[config.mk]
export PLATFORM = sky130hd
export DESIGN_NAME = stim_sequencer
export DESIGN_NICKNAME = d
export VERILOG_FILES = /design/src/rtl/stim_sequencer.sv
export SDC_FILE = /design/constraint.sdc
export NUM_CORES = 1
export LEC_CHECK = 0
export ABC_CLOCK_PERIOD_IN_PS = 3400
export BUFFER_PORTS_ARGS = -buffer_cell sky130_fd_sc_hd__buf_2
export CAP_MARGIN = 20
export CORE_MARGIN = 3
export CORE_UTILIZATION = 35
export CTS_CLUSTER_DIAMETER = 150
export DETAILED_ROUTE_END_ITERATION = 16
export PLACE_DENSITY_LB_ADDON = 0.2
export SLEW_MARGIN = 20
export SYNTH_ARGS = -nofsm -noshare
export SYNTH_HDL_FRONTEND = slang
export SYNTH_SLANG_ARGS = --single-unit
[constraint.sdc]
create_clock -name Clk -period 3.4 [get_ports Clk]
set_clock_uncertainty 0.15 [all_clocks]
set_input_delay 0.68 -clock Clk [delete_from_list [all_inputs] [get_ports Clk]]
set_output_delay 0.68 -clock Clk [all_outputs]
set_load 0.01 [all_outputs]
[src/rtl/stim_sequencer.sv]
// Table-driven stimulus sequencer: replays up to DEPTH {pattern, hold-time} entries
// onto N_CH channel outputs, one-shot or looping, with abort and a done pulse.
module stim_sequencer #(
    parameter int              N_CH     = 3,
    parameter int              DEPTH    = 8,
    parameter int              DLY_W    = 16,
    parameter logic [N_CH-1:0] IDLE_PAT = '1
) (
    input  logic                       Clk,
    input  logic                       Reset,
    input  logic                       Start,
    input  logic                       Abort,
    input  logic                       Loop,
    input  logic [$clog2(DEPTH):0]     Len,
    input  logic                       Wr_en,
    input  logic [$clog2(DEPTH)-1:0]   Wr_addr,
    input  logic [DLY_W-1:0]           Wr_delay,
    input  logic [N_CH-1:0]            Wr_pat,
    output logic [N_CH-1:0]            Out,
    output logic                       Busy,
    output logic                       Done,
    output logic [$clog2(DEPTH)-1:0]   Step
);
    localparam int AW = $clog2(DEPTH);
    localparam logic [AW:0]      LEN_ONE = (AW+1)'(1);
    localparam logic [AW:0]      LEN_MAX = (AW+1)'(DEPTH);
    localparam logic [AW-1:0]    STEP_ONE = AW'(1);
    localparam logic [DLY_W-1:0] DLY_ONE = DLY_W'(1);

    typedef enum logic {S_IDLE, S_RUN} state_t;

    state_t           state_q;
    logic [N_CH-1:0]  out_q;
    logic             busy_q;
    logic             done_q;
    logic [AW-1:0]    step_q;
    logic [DLY_W-1:0] cnt_q;
    logic [AW:0]      len_q;
    logic             loop_q;

    logic [DLY_W-1:0] dly_tab_q [DEPTH];
    logic [N_CH-1:0]  pat_tab_q [DEPTH];

    logic             tab_we;
    logic             len_ok;
    logic             last_entry;
    logic [AW-1:0]    step_d;
    logic [DLY_W-1:0] first_dly;
    logic [N_CH-1:0]  first_pat;

    assign tab_we = Wr_en && (state_q == S_IDLE);

    // Table entries live in resettable registers so Reset can restore every entry.
    generate
        for (genvar gi = 0; gi < DEPTH; gi++) begin : g_tab
            always_ff @(posedge Clk) begin
                if (Reset) begin
                    dly_tab_q[gi] <= '0;
                    pat_tab_q[gi] <= IDLE_PAT;
                end else if (tab_we && (Wr_addr == AW'(gi))) begin
                    dly_tab_q[gi] <= Wr_delay;
                    pat_tab_q[gi] <= Wr_pat;
                end
            end
        end
    endgenerate

    // Forward a same-cycle write to entry 0 so Start sees the freshly written value.
    assign first_dly  = (tab_we && (Wr_addr == '0)) ? Wr_delay : dly_tab_q[0];
    assign first_pat  = (tab_we && (Wr_addr == '0)) ? Wr_pat   : pat_tab_q[0];
    assign len_ok     = (Len != '0) && (Len <= LEN_MAX);
    assign last_entry = ({1'b0, step_q} == (len_q - LEN_ONE));
    assign step_d     = last_entry ? '0 : (step_q + STEP_ONE);

    function automatic logic [DLY_W-1:0] hold_of(input logic [DLY_W-1:0] d);
        return (d == '0) ? DLY_ONE : d;
    endfunction

    always_ff @(posedge Clk) begin
        if (Reset) begin
            state_q <= S_IDLE;
            out_q   <= IDLE_PAT;
            busy_q  <= 1'b0;
            done_q  <= 1'b0;
            step_q  <= '0;
            cnt_q   <= '0;
            len_q   <= '0;
            loop_q  <= 1'b0;
        end else begin
            done_q <= 1'b0;
            case (state_q)
                S_IDLE: begin
                    if (Start && !Abort) begin
                        if (len_ok) begin
                            state_q <= S_RUN;
                            out_q   <= first_pat;
                            busy_q  <= 1'b1;
                            step_q  <= '0;
                            cnt_q   <= hold_of(first_dly);
                            len_q   <= Len;
                            loop_q  <= Loop;
                        end else begin
                            done_q <= 1'b1;
                        end
                    end
                end
                S_RUN: begin
                    if (Abort) begin
                        state_q <= S_IDLE;
                        out_q   <= IDLE_PAT;
                        busy_q  <= 1'b0;
                        step_q  <= '0;
                        cnt_q   <= '0;
                    end else if (cnt_q <= DLY_ONE) begin
                        if (last_entry && !loop_q) begin
                            state_q <= S_IDLE;
                            out_q   <= IDLE_PAT;
                            busy_q  <= 1'b0;
                            done_q  <= 1'b1;
                            step_q  <= '0;
                            cnt_q   <= '0;
                        end else begin
                            step_q <= step_d;
                            out_q  <= pat_tab_q[step_d];
                            cnt_q  <= hold_of(dly_tab_q[step_d]);
                        end
                    end else begin
                        cnt_q <= cnt_q - DLY_ONE;
                    end
                end
                default: state_q <= S_IDLE;
            endcase
        end
    end

    assign Out  = out_q;
    assign Busy = busy_q;
    assign Done = done_q;
    assign Step = step_q;

endmodule

==> impl_results.md, run 1 <==
- Status: finished, final reports clean
- Number of antenna violations at the first check in global routing: 0
- Global-route wire length before repair: 40600 um
- Number of violations reported at the end of detailed-routing iteration 0: 639
- Largest net degree at the start of global routing: 37
- Initial cell density of the core: between 30% and 40%
- Final #Nets: 884
- Number of hold violations in the final report: 0
- Family of cells with the greatest summed delay on the critical path: simple AND/OR/NAND/NOR gates
- Async set-or-reset flop fraction in the synthesized netlist: 0%
- Layout Area Growth over Synthesis: 15.7%
- Slowest cell on crit path: sky130_fd_sc_hd__dfxtp_1
- Number of buffers on the longest clock path: 2
- Buffers & Inverters on Critical Path: 1
- Clock transition at the registers of the reported paths: roughly 0.080 ns
- Ratio of cells with drive above 1 in the final layout: 19.9%
- Part of the cycle the worst path needs: 89.6%
- Max Freq: approximately 0.33 GHz
- Crit Path Category: register to register
- Syn. warnings: 0
- Remaining max-slew budget at the tightest pin: 33.1%
- Horizontal die dimension: 168 um
- Cells traversed along the worst timing path: inv_1, ha_1, xor2_1, and4_1, nand2_8, nand2_2, o221ai_1, or3b_1, nor4_2, o21a_1
- Area enclosed by the die boundary: between 0.02 and 0.03 mm2
- Hold crit path type: register to register
- Clock buffers created by TritonCTS: 17
- Total wirelength of the detailed-routed design: 26800 um
- Most area-consuming cells after synthesis: sky130_fd_sc_hd__edfxtp_1 50%, sky130_fd_sc_hd__and2_1 8.0%, sky130_fd_sc_hd__dfxtp_1 6.5%, sky130_fd_sc_hd__mux2i_1 5.1%, sky130_fd_sc_hd__a21oi_1 2.2%
- Sinks on the clock net: 182
- Setup-violating endpoint count in the final report: 0
- Instance count of the mapped netlist: 785
- Setup_tns: 0 ns
- Sequential element share of the synthesized area: about 56%
- Post-DR vias/cell: between 5 and 6
- Worst-case vdd ir drop: 0.000347 V
- Antenna cell count: 0
- Actual slew at the worst max-slew pin: 0.994 ns
- Total of flip-flops plus latches after synthesis: 182
- Final count of pins violating max slew: 0
- Crit path largest cell delay: about 0.42 ns
- CTS tree: done
- Req. time, crit path: around 3.6 ns
- Level count of the clock H-tree: 4
- I/O Buffers: 39
- Post-synth cell types: 71
- Pleak: just under 4 nW
- Most frequently used flop master after synthesis: sky130_fd_sc_hd__edfxtp_1
- Overall die height: 168 um
- Mean area per synthesized cell: 11.7 um2
- Startpoint Class: register
- Highest fanout seen on the critical path: 20
- Antenna-violating nets left: 0
- Via count of the first global-routing pass: 6294
- Row count: 58
- Cell Area, Synth: about 0.0092 mm2
- Nets in the synthesized netlist: 821
- Pre-antenna DRT Iters: 5
- Total global routing overflow: 0
- Top-area cell type share of the netlist area: 49.6%
- Data arrival time of the critical path: about 3.3 ns
- Routed vias: between 6000 and 7000
- Placeable core region: ~0.025 mm2
- Max_cap viols: 0
- Fin Hold WS: around 0.33 ns
- Total global-route track usage: 18.9%
- Filler cell count in the final layout: 2405
- Power per cell area: 485 mW/mm2
- Root buffer selected by CTS: sky130_fd_sc_hd__clkbuf_16
- Worst skew pair latency: 0.43 ns
- Type of element capturing the critical path: register
- Largest area contributor in the synthesized netlist: sky130_fd_sc_hd__edfxtp_1
- HPWL Detailed: 18900 um
- EDFF count, synth: 152
- Setup repair after global routing missed its margin: no
- Final Wtd Congestion: 0.896
- Routed wire length per instance: about 23 um
- Min Tclk post-route: 3.05 ns
- Cts hold-fix bufs: 0
- Io pins: 40
- Number of DRC violations after detailed routing: 0
flip-flops by register name, indices dropped and copies added, names as in the netlist, 3 cells and up:
signal / count
Out: 3
Step: 3
cnt_q: 16
dly_tab_q: 128
len_q: 4
pat_tab_q: 24
worst reg2reg max path, cell delays in order, from the launching register on:
cell	delay, ns
sky130_fd_sc_hd__dfxtp_1	0.42
sky130_fd_sc_hd__inv_1	0.07
sky130_fd_sc_hd__ha_1	0.30
sky130_fd_sc_hd__xor2_1	0.16
sky130_fd_sc_hd__and4_1	0.34
sky130_fd_sc_hd__nand2_8	0.23
sky130_fd_sc_hd__nand2_2	0.17
sky130_fd_sc_hd__o221ai_1	0.39
sky130_fd_sc_hd__or3b_1	0.40
sky130_fd_sc_hd__nor4_2	0.23
sky130_fd_sc_hd__o21a_1	0.14
per-stage QoR:
stage | power [mW] | std cells | utilization, % | setup slack [ns] | cell area, um2
finish | 5.15 | 1191 | 41.7 | 0.355 | 10600
global route | 5.33 | 1191 | 41.7 | 0.141 | 10600
detailed placement | 3.21 | 1159 | 39.4 | 0.229 | 10000
floorplan | 2.97 | 785 | - | 0.240 | 9190
CTS | 5.17 | 1191 | 41.7 | 0.196 | 10600
global placement | 3.22 | 1159 | 39.4 | 0.197 | 10000
kinds of logic after synthesis:
group | Yosys count | synth area share (%)
fa+ha+maj | 4 | 0.544
buf+inv | 52 | 2.54
xor+xnor | 21 | 2.25
flops | 182 | 56.2
mux | 64 | 7.57
simple gates | 303 | 18.8
compound gates | 159 | 12.1
what timing repair did:
action                     in CTS  in global routing
setup endpoints to repair       0                  1
setup buffers                   0                  0
gates resized for setup         0                  1
worst paths after layout:
check / startpoint / endpoint / slack [ns] / cells after the start
worst max-delay path: len_q[0]$_SDFFE_PP0P_ / cnt_q[0]$_SDFFE_PP0P_ / 0.35 / 10
worst min-delay path: Out[0]$_SDFFE_PP1P_ / Out[0]$_SDFFE_PP1P_ / 0.33 / 2
worst max register to register: len_q[0]$_SDFFE_PP0P_ / cnt_q[0]$_SDFFE_PP0P_ / 0.35 / 10
worst min register to register: Out[0]$_SDFFE_PP1P_ / Out[0]$_SDFFE_PP1P_ / 0.33 / 2
report_power, final:
| group | total, mW | internal [mW] | switching [mW] |
|---|---|---|---|
| sequential | 2.60 | 2.53 | 0.0684 |
| clock | 1.98 | 1.05 | 0.935 |
| combinational | 0.573 | 0.212 | 0.362 |
Yosys cell counts, types with 4 or more instances:
cell                       number
sky130_fd_sc_hd__edfxtp_1     152
sky130_fd_sc_hd__and2_1       117
sky130_fd_sc_hd__mux2i_1       47
sky130_fd_sc_hd__nor2_1        42
sky130_fd_sc_hd__a21oi_1       40
sky130_fd_sc_hd__nand2_1       35
sky130_fd_sc_hd__clkbuf_1      30
sky130_fd_sc_hd__dfxtp_1       30
sky130_fd_sc_hd__nand2b_1      25
sky130_fd_sc_hd__o21ai_0       25
sky130_fd_sc_hd__nor3_1        23
sky130_fd_sc_hd__and3_1        18
sky130_fd_sc_hd__mux2_2        14
sky130_fd_sc_hd__o221ai_1      13
sky130_fd_sc_hd__a211oi_1      12
sky130_fd_sc_hd__a221oi_1      10
sky130_fd_sc_hd__a22oi_1       10
sky130_fd_sc_hd__nor4_1        10
sky130_fd_sc_hd__xnor2_1       10
sky130_fd_sc_hd__or3_1          9
sky130_fd_sc_hd__xor2_1         9
sky130_fd_sc_hd__buf_2          8
sky130_fd_sc_hd__inv_1          8
sky130_fd_sc_hd__a31oi_1        5
sky130_fd_sc_hd__nand3_1        5
sky130_fd_sc_hd__o22ai_1        5
sky130_fd_sc_hd__o31ai_1        5
sky130_fd_sc_hd__ha_1           4
cell usage in the layout (no fill, tap or decap), types with 14 or more instances in the layout:
master / instances
sky130_fd_sc_hd__a21oi_1: 40
sky130_fd_sc_hd__and2_1: 117
sky130_fd_sc_hd__and3_1: 18
sky130_fd_sc_hd__buf_2: 39
sky130_fd_sc_hd__buf_4: 48
sky130_fd_sc_hd__clkbuf_16: 17
sky130_fd_sc_hd__dfxtp_1: 29
sky130_fd_sc_hd__edfxtp_1: 152
sky130_fd_sc_hd__mux2_2: 14
sky130_fd_sc_hd__mux2i_1: 47
sky130_fd_sc_hd__nand2_1: 35
sky130_fd_sc_hd__nand2b_1: 25
sky130_fd_sc_hd__nor2_1: 41
sky130_fd_sc_hd__nor3_1: 16
sky130_fd_sc_hd__o21ai_0: 19
per-layer routing:
| layer | up-vias | routed length, um | GRT usage, % |
|---|---|---|---|
| li1 | 3078 | - | - |
| met1 | 3246 | 13400 | 30.1 |
| met2 | 233 | 11500 | 27.0 |
| met3 | 22 | 1510 | 2.79 |
| met4 | 0 | 422 | 4.34 |
| met5 | - | 0 | 0 |
cell type report:
type | count | area, um2 | share of cell area (%)
Clock buffer | 18 | 429 | 4.04
Clock inverter | 14 | 159 | 1.49
Inverter | 9 | 33.8 | 0.318
Multi-Input combinational cell | 551 | 3880 | 36.5
Sequential cell | 182 | 5170 | 48.6
Tap cell | 330 | 413 | 3.88
Timing Repair Buffer | 87 | 556 | 5.22
Power figures use the tool's default switching activity.
==> run 2, diff against run 1 <==
ABC_CLOCK_PERIOD_IN_PS = 2600   (was 3400)
clock period = 2.6 ns   (was 3.4 ns; I/O delays follow)
==> impl_results.md, run 2 (same netlist as run 1, synthesis figures left out) <==
- I/O Buffers: 39 (unchanged)
- Number of DRC violations after detailed routing: 0 (unchanged)
- Worst slack after detailed placement: -0.317 ns (-0.546 ns)
- Level count of the clock H-tree: 4 (unchanged)
- Area enclosed by the die boundary: 0.0282 mm2 (unchanged)
- Most common cell after layout, fill and taps aside: sky130_fd_sc_hd__edfxtp_1
- HPWL Detailed: 19900 um (+5.0%)
- Startpoint Class: register
- Row count: 58 (unchanged)
- Number of hold violations in the final report: 0 (unchanged)
- Clock power frac: 38.0% (-0.5 points)
- Reported net switching power: 1.86 mW (+37%)
- Ratio of cells with drive above 1 in the final layout: 33.7% (+14 points)
- Antenna cell count: 0 (unchanged)
- Status: complete, but fails checks
- Pre-antenna DRT Iters: 5 (unchanged)
- Clock buffers created by TritonCTS: 17 (unchanged)
- Horizontal die dimension: 168 um (unchanged)
- Initial cell density of the core: 36.1% (unchanged)
- Filler-free cell count of the finished design: 1280 (+7.5%)
- Routed vias: 6986 (+6.2%)
- Overall power: 6.93 mW (+35%)
- Flip-flop count of the largest register after layout: 128 (unchanged)
- Min Tclk post-route: 2.71 ns (-0.339 ns)
- Final Wtd Congestion: 0.897 (about the same)
- Post-DR vias/cell: 5.46 (-1.2%)
- Number of buffers on the longest clock path: 2 (unchanged)
- Filler cell count in the final layout: 2295 (-4.6%)
- Total internal power: 5.07 mW (+34%)
- Layout Area Growth over Synthesis: 31.1%
- Type of element capturing the critical path: register
- Root buffer selected by CTS: sky130_fd_sc_hd__clkbuf_16
- Worst-case vdd ir drop: 0.000308 V (-11%)
- Antenna-violating nets left: 0 (unchanged)
- Final count of pins violating max slew: 0 (unchanged)
- Switching fraction of total power: 26.9% (+0.39 points)
- Data arrival time of the critical path: 2.93 ns (-0.34 ns)
- Setup repair after global routing missed its margin: yes
- Max_cap viols: 0 (unchanged)
- Total global routing overflow: 0 (unchanged)
- Failing checks: negative setup slack
- Hold crit path type: input pin to register
- Area used by multi-input combinational logic: 0.00431 mm2 (+11%)
- Final #Nets: 973 (+10%)
- Highest fanout seen on the critical path: 8 (-60%)
- Max Freq: 0.369 GHz (+13%)
- Routed wire length per instance: 22.0 um (-2.3%)
- Sinks on the clock net: 182 (unchanged)
- Overall die height: 168 um (unchanged)
- Via count of the first global-routing pass: 6747 (+7.2%)
- Final WS setup: -0.106 ns (-0.461 ns)
- Global-route wire length before repair: 42300 um (+4.2%)
- Crit Path Category: register to register
- Req. time, crit path: 2.82 ns (-0.81 ns)
- Part of the power in registers: 49.0% (-1.4 points)
- Power per cell area: 575 mW/mm2 (+19%)
- Number of antenna violations at the first check in global routing: 0 (unchanged)
- Worst skew pair latency: 0.43 ns (about the same)
- Utilization after layout: 47.3% (+5.6 points)
- Largest net degree at the start of global routing: 30 (-19%)
- Largest reg by FF count: dly_tab_q
- Io pins: 40 (unchanged)
- Remaining max-slew budget at the tightest pin: 63.3% (+30 points)
- Actual slew at the worst max-slew pin: 0.546 ns (-0.448 ns)
- Cts hold-fix bufs: 0 (unchanged)
- Placeable core region: 0.0255 mm2 (unchanged)
- Flip-flop and latch area: 0.00517 mm2 (about the same)
- Part of the cycle the worst path needs: 104% (+15 points)
- Placed Cells: 1232 (+6.3%)
- Total global-route track usage: 19.6% (+0.65 points)
- Number of violations reported at the end of detailed-routing iteration 0: 723 (+13%)
- Setup-violating endpoint count in the final report: 1 (+1)
- Most used cells in the layout excluding fill and tap cells: 152 x sky130_fd_sc_hd__edfxtp_1, 116 x sky130_fd_sc_hd__and2_1, 97 x sky130_fd_sc_hd__buf_4
- Total wirelength of the detailed-routed design: 28200 um (+5.0%)
- Proportion of power drawn by combinational gates: 13.1% (+2.0 points)
- CTS tree: done
- Biggest registers after layout: dly_tab_q x128, pat_tab_q x24, cnt_q x16
- Pleak: 4.52 nW (+17%)
- Clock transition at the registers of the reported paths: 0.07 ns (about the same)
[run 2: changes by cell type in the layout (fill, tap and decap cells not counted), sizes merged]
cell	change
a21boi	+1
buf	+87
clkbuf	-1
clkinv	+2
clkinvlp	+1
inv	-2
nor2	+1
[run 2: layer usage]
layer | up-vias | part of all wire [%] | global-route usage, % | wire [um]
li1 | 3265 | - | - | -
met1 | 3503 | 48 | 29.6 | 13500
met2 | 196 | 46 | 30.5 | 13100
met3 | 22 | 4.9 | 2.61 | 1380
met4 | 0 | 1.0 | 3.45 | 287
met5 | - | 0 | 0 | 0
[run 2: timing repair]
| item | CTS | global route |
|---|---|---|
| resized for setup | 62 | 50 |
| pin swaps | 18 | 18 |
| cloned | 1 | 3 |
| setup buffers | 7 | 7 |
| endpoints found under the setup margin | 19 | 17 |
[run 2: per-stage QoR]
stage	setup TNS [ns]	instance area (um2)	hold slack, ns
after floorplan	-29.21	9220	0.330
after global placement	-2.61	10800	0.307
after detailed placement	-2.98	10800	0.316
after CTS	-0.0791	11700	0.163
after global routing	-0.676	12100	0.195
final	-0.106	12100	0.172
[run 2: critical path, cell delays in order, from the launching register on]
cell and delay, ns:
sky130_fd_sc_hd__dfxtp_2 0.34, sky130_fd_sc_hd__ha_4 0.35, sky130_fd_sc_hd__buf_12 0.15, sky130_fd_sc_hd__buf_12 0.14, sky130_fd_sc_hd__mux2i_1 0.28, sky130_fd_sc_hd__o2bb2ai_2 0.13, sky130_fd_sc_hd__a211oi_4 0.31, sky130_fd_sc_hd__o21bai_1 0.14
sky130_fd_sc_hd__or3b_1 0.37, sky130_fd_sc_hd__nor4_2 0.14, sky130_fd_sc_hd__o21a_1 0.15
[run 2: area by class of cell]
class                           instances  area share (%)
Clock buffer                           17            3.53
Timing Repair Buffer                  174            12.6
Tap cell                              330            3.43
Sequential cell                       182            42.9
Multi-Input combinational cell        553            35.7
Inverter                                9           0.291
Clock inverter                         15            1.51
[run 2: path summary, 6_finish.rpt]
path	from	end	slack, ns	cells after the start
max	Step[0]$_SDFFE_PP0P_	cnt_q[0]$_SDFFE_PP0P_	-0.11	10
min	Loop	loop_q$_SDFFE_PP0P_	0.17	3
min reg2reg	Out[0]$_SDFFE_PP1P_	Out[0]$_SDFFE_PP1P_	0.33	2
max reg2reg	Step[0]$_SDFFE_PP0P_	cnt_q[0]$_SDFFE_PP0P_	-0.11	10
[run 2: power groups by stage]
stage / Clock (mW) / Combinational [mW] / Sequential, mW
final: 2.63 / 0.906 / 3.40
after floorplan: 0 / 0.450 / 3.44
after global routing: 2.78 / 0.979 / 3.41
after global placement: 0 / 0.814 / 3.45
after detailed placement: 0 / 0.816 / 3.45
after CTS: 2.67 / 0.852 / 3.39
==> run 3, diff against run 2 <==
CORE_UTILIZATION = 58   (was 35)
CTS_BUF_LIST = sky130_fd_sc_hd__clkbuf_2 sky130_fd_sc_hd__clkbuf_4 sky130_fd_sc_hd__clkbuf_8   (was default)
==> impl_results.md, run 3 (same netlist as run 1, synthesis figures left out) <==
- Status: complete, but fails checks
- Failing checks: negative setup slack
- Part of the power in registers: 54.4% (+5.4 points)
- Part of the cycle the worst path needs: 107% (+2.5 points)
- Remaining max-slew budget at the tightest pin: 58.8% (-4.5 points)
- Antenna-violating nets left: 0 (unchanged)
- Total global routing overflow: 0 (unchanged)
- Level count of the clock H-tree: 4 (unchanged)
- Actual slew at the worst max-slew pin: 0.613 ns (+0.0669 ns)
- Most common cell after layout, fill and taps aside: sky130_fd_sc_hd__edfxtp_1
- Io pins: 40 (unchanged)
- Pre-antenna DRT Iters: 5 (unchanged)
- Power per cell area: 542 mW/mm2 (-5.8%)
- CTS tree: done
- Total global-route track usage: 32.0% (+12 points)
- Number of antenna violations at the first check in global routing: 1 (+1)
- Initial cell density of the core: 59.8% (+24 points)
- Crit Path Category: register to register
- Layout Area Growth over Synthesis: 25.4%
- Biggest registers after layout: dly_tab_q x128, pat_tab_q x24, cnt_q x16
- Slowest cell on crit path: sky130_fd_sc_hd__dfxtp_4
- Final count of pins violating max slew: 0 (unchanged)
- Req. time, crit path: 2.85 ns (+0.03 ns)
- Setup-violating endpoint count in the final report: 8 (+7)
- Antenna cell count: 0 (unchanged)
- Setup repair after global routing missed its margin: yes
- HPWL Detailed: 19300 um (-3.0%)
- Hold crit path type: input pin to register
- Clock power frac: 31.3% (-6.7 points)
- Row count: 45 (-22%)
- Total wirelength of the detailed-routed design: 28000 um (-0.53%)
- Total internal power: 4.61 mW (-9.0%)
- Clock buffers created by TritonCTS: 17 (unchanged)
- Number of violations reported at the end of detailed-routing iteration 0: 1065 (+47%)
- Horizontal die dimension: 132 um (-22%)
- Crit path largest cell delay: 0.38 ns (about the same)
- Reported net switching power: 1.64 mW (-12%)
- Number of DRC violations after detailed routing: 0 (unchanged)
- Via count of the first global-routing pass: 7271 (+7.8%)
- Final Wtd Congestion: 1.06 (+18%)
- Final #Nets: 971 (-0.21%)
- Highest fanout seen on the critical path: 8 (unchanged)
- Placed Cells: 1117 (-9.3%)
- Number of hold violations in the final report: 0 (unchanged)
- Post-DR vias/cell: 6.40 (+17%)
- Max Freq: 0.361 GHz (-2.3%)
- Switching fraction of total power: 26.2% (-0.64 points)
- I/O Buffers: 39 (unchanged)
- Largest net degree at the start of global routing: 31 (+3.3%)
- Worst-case vdd ir drop: 0.000416 V (+35%)
- Proportion of power drawn by combinational gates: 14.3% (+1.2 points)
- Final WS setup: -0.171 ns (-0.0643 ns)
- Global-route wire length before repair: 42200 um (-0.26%)
- Routed wire length per instance: 24.2 um (+10%)
- Area enclosed by the die boundary: 0.0174 mm2 (-38%)
- Flip-flop count of the largest register after layout: 128 (unchanged)
- Sinks on the clock net: 182 (unchanged)
- Largest reg by FF count: dly_tab_q
- Placeable core region: 0.0154 mm2 (-40%)
- Startpoint Class: register
- Clock transition at the registers of the reported paths: 0.10 ns (+0.03 ns)
- Max_cap viols: 0 (unchanged)
- Overall die height: 132 um (-22%)
- Ratio of cells with drive above 1 in the final layout: 34.1% (+0.39 points)
- Data arrival time of the critical path: 3.02 ns (+0.09 ns)
- Type of element capturing the critical path: register
- Worst skew pair latency: 0.46 ns (+0.03 ns)
- Filler cell count in the final layout: 1036 (-55%)
- Min Tclk post-route: 2.77 ns (+0.0643 ns)
- Number of buffers on the longest clock path: 2 (unchanged)
- Pleak: 4.33 nW (-4.2%)
- Routed vias: 7403 (+6.0%)
- Most used cells in the layout excluding fill and tap cells: 152 x sky130_fd_sc_hd__edfxtp_1, 116 x sky130_fd_sc_hd__and2_1, 113 x sky130_fd_sc_hd__buf_4
- Filler-free cell count of the finished design: 1156 (-9.7%)
- Root buffer selected by CTS: sky130_fd_sc_hd__clkbuf_8
- Cells traversed along the worst timing path: inv_2, ha_4, xor2_4, nand4_4, buf_6, o22ai_4, a22oi_2, nor4_2, buf_4, a21oi_2, o221ai_1, o211a_1
- Overall power: 6.25 mW (-9.8%)
==> run 3: cell count changes in the layout (fill, tap and decap cells not counted), sizes merged <==
| cell | change |
|---|---|
| clkinvlp | -1 |
| nor2 | -1 |
| inv | -3 |
| bufinv | +2 |
| bufbuf | +1 |
| buf | -1 |
| a21boi | -1 |
| clkinv | -1 |
==> run 3: path summary, 6_finish.rpt <==
check                         from                     to  slack, ns  cells past startpoint
max          len_q[1]$_SDFFE_PP0P_  cnt_q[9]$_SDFFE_PP0P_      -0.17                     12
min reg2reg      Busy$_SDFFE_PP0P_      Busy$_SDFFE_PP0P_       0.34                      2
min                           Loop    loop_q$_SDFFE_PP0P_       0.17                      3
max reg2reg  len_q[1]$_SDFFE_PP0P_  cnt_q[9]$_SDFFE_PP0P_      -0.17                     12
==> run 3: through the flow <==
stage | setup TNS (ns) | setup WS (ns) | area, um2 | utilization, % | hold slack (ns)
floorplan | -29.21 | -0.400 | 9220 | - | 0.330
global placement | -3.82 | -0.346 | 10500 | 68.4 | 0.304
detailed placement | -4.29 | -0.345 | 10500 | 68.4 | 0.316
CTS | -0.216 | -0.0979 | 11200 | 73.1 | 0.151
global route | -1.90 | -0.248 | 11500 | 75.0 | 0.159
finish | -0.729 | -0.171 | 11500 | 75.0 | 0.169
==> run 3: worst max-delay path, delay by kind of cell, from the launching register on <==
family          cells  cell delay [ns]
compound gates      5             0.90
buf+inv             3             0.41
simple gates        2             0.42
fa+ha+maj           1             0.28
xor+xnor            1             0.16
flops               1             0.38
==> run 3: power groups by stage <==
stage                     registers (mW)  clock network [mW]  logic [mW]
final                               3.40                1.96       0.894
after detailed placement            3.46                   0       0.803
after global routing                3.41                2.10       0.958
after floorplan                     3.44                   0       0.450
after CTS                           3.39                1.97       0.844
after global placement              3.45                   0       0.783
==> run 3: layout make-up <==
class / count / area (um2) / share of cell area (%)
clock buffer: 17 / 234 / 2.03
sequential: 182 / 5170 / 44.9
inverter: 9 / 33.8 / 0.293
clock inverter: 12 / 154 / 1.33
timing repair buffer: 174 / 1360 / 11.8
tap: 211 / 264 / 2.29
multi-input combinational: 551 / 4310 / 37.4
==> run 3: timing repair <==
item / in CTS / in global routing
hold buffers: 0 / 0
setup buffers: 4 / 9
endpoints found under the setup margin: 21 / 24
cloned: 1 / 0
pin swaps: 18 / 29
gates resized for setup: 58 / 55
==> run 3: routing by layer <==
metal | vias to the layer above | routed length, um | global-route usage (%)
met5 | - | 0 | 0
met4 | 0 | 1050 | 13.2
met3 | 74 | 2800 | 5.80
met2 | 441 | 13200 | 50.4
met1 | 3639 | 11000 | 44.1
li1 | 3249 | - | -
